### config.mk
export PLATFORM = sky130hd
export DESIGN_NAME = noc_link_arbiter
export DESIGN_NICKNAME = d
export VERILOG_FILES = /design/src/rtl/noc_link_arbiter.sv
export SDC_FILE = /design/constraint.sdc
export NUM_CORES = 1
export LEC_CHECK = 0
export BUFFER_PORTS_ARGS = -buffer_cell sky130_fd_sc_hd__buf_4
export CAP_MARGIN = 10
export CORE_AREA = 2 2 104 106
export DETAILED_ROUTE_END_ITERATION = 10
export DIE_AREA = 0 0 106 108
export SETUP_SLACK_MARGIN = 0.1
export SYNTH_ARGS = -nofsm -noshare
export SYNTH_HDL_FRONTEND = slang
export SYNTH_SLANG_ARGS = --single-unit
### constraint.sdc
create_clock -name clk -period 2.97 [get_ports clk]
set_clock_uncertainty 0.05 [all_clocks]
set_input_delay 0.4455 -clock clk [delete_from_list [all_inputs] [get_ports clk]]
set_output_delay 0.4455 -clock clk [all_outputs]
set_load 0.005 [all_outputs]
### src/rtl/noc_link_arbiter.sv
// Packet-granular round-robin arbiter sharing one valid/ready link among NUM_CH NoC channels.
// Combinational datapath; registered grant state tracks header/body progress per packet.
module noc_link_arbiter #(
    parameter int NUM_CH     = 3,
    parameter int DATA_WIDTH = 64,
    parameter int LEN_LSB    = 22,
    parameter int LEN_WIDTH  = 8,
    parameter int CH_W       = 2
) (
    input  logic                         clk,
    input  logic                         rst_n,
    input  logic [NUM_CH-1:0]            in_val,
    input  logic [NUM_CH*DATA_WIDTH-1:0] in_dat,
    output logic [NUM_CH-1:0]            in_rdy,
    output logic                         out_val,
    output logic [DATA_WIDTH-1:0]        out_dat,
    output logic [CH_W-1:0]              out_chan,
    input  logic                         out_rdy,
    output logic                         busy
);

    typedef enum logic [1:0] {IDLE, HDR, BODY} state_t;

    state_t                state_reg, state_next;
    logic [CH_W-1:0]       sel_reg, sel_next;
    logic [CH_W-1:0]       last_reg, last_next;
    logic [LEN_WIDTH-1:0]  remaining_reg, remaining_next;

    logic [CH_W-1:0]       winner;
    logic [CH_W-1:0]       sel_cur;
    logic                  any_val;
    logic                  granted;
    logic                  xfer;
    logic [LEN_WIDTH-1:0]  hdr_len;
    logic [DATA_WIDTH-1:0] ch_dat [NUM_CH];

    generate
        for (genvar gi = 0; gi < NUM_CH; gi++) begin : g_ch
            assign ch_dat[gi] = in_dat[gi*DATA_WIDTH +: DATA_WIDTH];
            assign in_rdy[gi] = rst_n & granted & out_rdy & (sel_cur == CH_W'(gi));
        end
    endgenerate

    assign any_val = |in_val;

    // Scan from last+NUM_CH down to last+1 so the nearest requester after last wins.
    always_comb begin
        winner = last_reg;
        for (int l = 0; l < NUM_CH; l++) begin
            for (int k = NUM_CH; k >= 1; k--) begin
                if (last_reg == CH_W'(l) && in_val[(l + k) % NUM_CH]) begin
                    winner = CH_W'((l + k) % NUM_CH);
                end
            end
        end
    end

    always_comb begin
        sel_cur = sel_reg;
        granted = 1'b1;
        if (state_reg == IDLE) begin
            sel_cur = winner;
            granted = any_val;
        end
    end

    assign out_val  = rst_n & granted & in_val[sel_cur];
    assign out_dat  = ch_dat[sel_cur];
    assign out_chan = rst_n ? sel_cur : '0;
    assign busy     = rst_n & (state_reg != IDLE);
    assign xfer     = out_val & out_rdy;
    assign hdr_len  = ch_dat[sel_cur][LEN_LSB +: LEN_WIDTH];

    always_comb begin
        state_next     = state_reg;
        sel_next       = sel_reg;
        last_next      = last_reg;
        remaining_next = remaining_reg;
        case (state_reg)
            IDLE: begin
                if (xfer) begin
                    sel_next       = winner;
                    remaining_next = hdr_len;
                    if (hdr_len == '0) begin
                        last_next = winner;
                    end else begin
                        state_next = BODY;
                    end
                end else if (any_val) begin
                    sel_next   = winner;
                    state_next = HDR;
                end
            end
            HDR: begin
                if (xfer) begin
                    remaining_next = hdr_len;
                    if (hdr_len == '0) begin
                        state_next = IDLE;
                        last_next  = sel_reg;
                    end else begin
                        state_next = BODY;
                    end
                end
            end
            BODY: begin
                if (xfer) begin
                    remaining_next = remaining_reg - LEN_WIDTH'(1);
                    if (remaining_reg == LEN_WIDTH'(1)) begin
                        state_next = IDLE;
                        last_next  = sel_reg;
                    end
                end
            end
            default: state_next = IDLE;
        endcase
    end

    always_ff @(posedge clk) begin
        if (!rst_n) begin
            state_reg     <= IDLE;
            sel_reg       <= '0;
            last_reg      <= CH_W'(NUM_CH - 1);
            remaining_reg <= '0;
        end else begin
            state_reg     <= state_next;
            sel_reg       <= sel_next;
            last_reg      <= last_next;
            remaining_reg <= remaining_next;
        end
    end

endmodule

# --- Word-level counts from Yosys, hierarchy flattened ---
# Cells that the tools add are included.
totals:
  output_inout_bits: 71
  input_bits: 198
  register_bits: 14
  elab_cells: 92
classes:
  n_reduce_logical: 23
  n_bitwise: 9
  n_addsub: 1
  eq_ne: 16
  mux: 37
  magnitude_cmp: 2
op_table:
  columns: ["operator", "n"]
  rows:
  - ["$bmux 64 s2", 1]
  - ["$mux 64", 2]
  - ["$mux 2", 26]
  - ["$mux 8", 2]
  - ["$pmux 8 s2", 1]
  - ["$pmux 2 s3", 2]
  - ["$ne 2x2->1 const B", 5]
  - ["$logic_and 1x1->1", 9]
  - ["$and 1x1->1", 8]
  - ["$eq 8x1->1 const B", 1]
  - ["$logic_not 8->1", 1]
  - ["$sub 8x1->8 const B", 1]
  - ["$reduce_and 7->1", 1]
  - ["$eq 2x1->1 const B", 3]
  - ["$eq 2x2->1 const B", 3]
  - ["$logic_not 2->1", 3]
  - ["$ne 3x3->1 const B", 2]
  - ["$reduce_bool 2->1", 3]
  - ["$reduce_and 5->1", 1]
  - ["$ne 2x1->1 const B", 2]
  - ["$ge 3x3->1 const B", 1]
  - ["$lt 2x3->1 const B", 1]
  - ["$not 2->3", 1]
  - ["$reduce_and 3->1", 1]
  - ["6 further kinds", 7]

# --- Depth between registers and ports, before layout ---
logic_depth:
  word_depth: 20
  ltp_mapped: 12
  ltp_nobuf: 10

# --- Worst setup path before layout ---
# No wires, ideal clock.
synth_timing:
  kind: "register to output"
  start: "reg state_reg[1]"
  end: "out out_dat[15]"
  required_time_ps: 2474
  n_path_buf: 2
  stages_incl_launch_ff: 10
  t_arrival_ps: 2251
  path_slack_ps: 223
  cell_sequence: "dfxtp_1 -> inv_1 -> ha_1 -> inv_2 -> o41a_1 -> a21oi_4 -> clkbuf_1 -> clkbuf_1 -> nand2_1 -> o21ai_0"
synth_between:
  elab_chain_cells: 6
synth_lines:
  columns: ["item", "line_no", "rtl"]
  rows:
  - ["from (decl)", "24", "state_t state_reg, state_next;"]
  - ["from (signal assigned)", "125", "state_reg <= state_next;"]
  - ["$logic_not 2->1", "61", "if (state_reg == IDLE) begin"]
  - ["$mux 2", "61", null]
  - ["$not 2->3 (not written as such)", "68", "assign out_dat = ch_dat[sel_cur];"]
  - ["$bmux 64 s2", "68", null]
  - ["$mux 64 (2 in series)", null, null]
  - ["to (decl)", "16", "output logic [DATA_WIDTH-1:0] out_dat,"]
# No other way between the ends. The select of a mux whose other input is x is not followed.

# --- Final worst setup path ---
layout_timing:
  start: "reg state_reg[0]"
  end: "out out_dat[26]"
# Same word-level chain as after synthesis.

==> metrics.txt <==
status=completed; number of global-route vias before repair=between 4000 and 5000; crit end category=output pin; Mapped Nets=~600; Lkg Pwr=about 2.4 nW; Logic pwr share=about nine tenths; H-tree level count=1; Area Overhead vs Synth=96.4%; Clock Power Share=under 10%; Crit-path slowest cell=o41a_1; Via density=~4.9; Cells after DPL=a little under 800; setup tns final=0 ps; Row Count=37; first-pass GRT wire length=20.6 mm; final cell count without fillers=roughly 790; crit-path max FO=10; DRT antenna net count=0; commonest non-fill, non-tap cells in the layout=buf_4, nand2_1, o21ai_0; register area share after synthesis=10.9%; kind of critical path=reg -> out; detailed-route wire length=13.7 mm; clock latency on the worst-skew pair=250 ps; DRC viols=0; Fin. Hold Viols=0; Final period util=about 93%; internal power=2.41 mW; CTS Hold Bufs=0; CTS sink cnt=14; crit-path cells=inv_2, ha_2, inv_2, o41a_1, a21oi_4, buf_12, o2bb2ai_1, a21o_1, buf_4; Wirelength per Cell=roughly 17 um; Final min period=between 2000 and 3000 ps; IO Port Bufs=about 270; CTS root buf=clkbuf_8; Worst Tran Pin Value=602 ps; RSZ-0062 raised after global routing=true; Register-to-Register Path Depth=11; Mapped Area=between 2000 and 3000 um2; diodes inserted=0; Clock Tree Buf Depth=2; Critical Path Stages=9; Data arrival, critical path=roughly 2300 ps; FFs w/ async S/R, synth=0%; Crit path largest cell delay=between 400 and 500 ps; gpl congestion=0.860; WP buf/inv=4; Max Freq=about 360 MHz; Power Density=~880 nW/um2; hold path cells=2; max-slew violation count=0; # IOs=about 270; die height=108 um; CP delay by family, top=compound AO/OA/AOI/OAI gates; TritonRoute pass-1 iters=4; endpoints failing setup=0; NetSw=2.06 mW; Reg clk slew, reported paths=around 60 ps; max reg flops=8; Post-Syn Instances=approximately 390; cts bufs inserted=3; Worst Hold Class=in -> reg; Seq pwr share=between 7 and 8%; Chip Width=106 um; hpwl dp=approximately 12 mm; layout cell share with drive strength beyond 1=around 50%; Slew headroom=59.9%; CTS tree=built; vias=3925; Post-synth EDFFs=0; gr usage total=a little under a quarter; CP Launch Type=register; Most used DFF post-synth=dfxtp_1; synthesized flop and latch total=14; core area=10200 um2; worst hold slack=~420 ps; largest net degree at the start of global routing=40; crit-path most repeated cell=inv_2; WP data required=approximately 2500 ps; Power Total=4.46 mW; fin nets=863; switching share of power=between 40% and 50%; most common cell after layout, fill and taps aside=buf_4; grt total ovfl=0; initial antenna violation count=0; count of cell types in the netlist=between 50 and 60; DRT iter0 DRCs=roughly 150; max_cap viols=0; die area=~11000 um2; Synth Area per Inst=6.68 um2; Yosys Warn Count=0; Initial Util=about 25%; peak supply drop=~340 uV
layout make-up:
| class | count | area, um2 |
|---|---|---|
| clock buffers | 4 | 55.1 |
| fillers | 1034 | 5180 |
| multi-input cells | 332 | 2180 |
| well taps | 136 | 170 |
| repair buffers | 297 | 2320 |
| inverters | 11 | 41.3 |
| flip-flops and latches | 14 | 285 |
per-stage QoR:
step           worst slack (ps)  instance area [um2]  utilization (%)
6_report                    210                 5050             49.4
5_1_grt                    81.2                 5050             49.4
4_1_cts                    97.8                 5010             48.9
3_5_place_dp                168                 4850             47.4
3_3_place_gp                196                 4850             47.4
2_1_floorplan               223                 2570                -
cells by family (layout without fill, tap and decap cells):
kind of cell / after synthesis / in the layout / synth area share (%)
AND/OR/NAND/NOR: 136 / 136 / 24.1
AO/OA/AOI/OAI: 127 / 127 / 31.1
multiplexers: 63 / 63 / 24.5
buffers and inverters: 39 / 312 / 6.47
flip-flops: 14 / 14 / 10.9
adder cells (fa/ha/maj): 6 / 6 / 2.92
worst paths after layout:
check / startpoint / end / slack, ps
max: state_reg[0]$_SDFFE_PN0P_ / out_dat[26] / 210
min: rst_n / sel_reg[1]$_SDFFE_PN0P_ / 420
max reg2reg: state_reg[0]$_SDFFE_PN0P_ / last_reg[1]$_SDFFE_PN1P_ / 260
min reg2reg: remaining_reg[4]$_SDFFE_PN0P_ / remaining_reg[4]$_SDFFE_PN0P_ / 430
timing repair:
item,CTS,global route
pin swaps,2,3
setup endpoints to repair,52,72
setup buffers,8,2
cloned,1,0
gates resized for setup,4,12
routing by layer:
metal	vias to the layer above	global-route usage [%]	share of wire [%]
met5	-	0	0
met4	0	7.99	2.9
met3	32	5.30	7.0
met2	155	41.8	53
met1	1793	25.4	37
li1	1945	-	-
power groups by stage:
stage,combinational (mW),clock (mW),sequential (mW)
after global routing,4.26,0.204,0.341
after floorplan,1.94,0,0.306
final,3.94,0.197,0.333
after detailed placement,3.72,0,0.324
after global placement,3.67,0,0.323
after CTS,3.89,0.199,0.326
cells in the mapped netlist, drive strengths merged, types with 2 or more instances:
master    n  share of area (%)
ha        6                2.9
mux2i    63                 25
a31o      2               0.68
o2bb2ai   5                1.9
clkbuf   18                2.7
a21oi    14                3.3
nand3     3               0.58
buf      10                2.2
a31oi     3               0.73
nor3      6                1.2
nand4     5                1.2
nor2     14                2.1
o211ai    4                1.2
a22oi     3               0.88
o21ai    76                 15
a21o      3               0.88
dfxtp    14                 11
nand2    86                 13
and3      3               0.73
a211oi    2               0.58
and2      4               0.97
o221ai    2               0.68
nand2b    2               0.49
or3       2               0.49
or4       3                1.0
inv      10                1.5
worst reg2reg max path, stage by stage (launching register included):
cell and delay, ps:
dfxtp_4 360, inv_2 90, ha_2 190, inv_2 90, o41a_1 430, a21oi_4 260
buf_6 160, o2bb2ai_2 130, a21oi_1 100, or4b_4 510, a21oi_1 180, a41oi_2 40
Power figures use the tool's default switching activity.
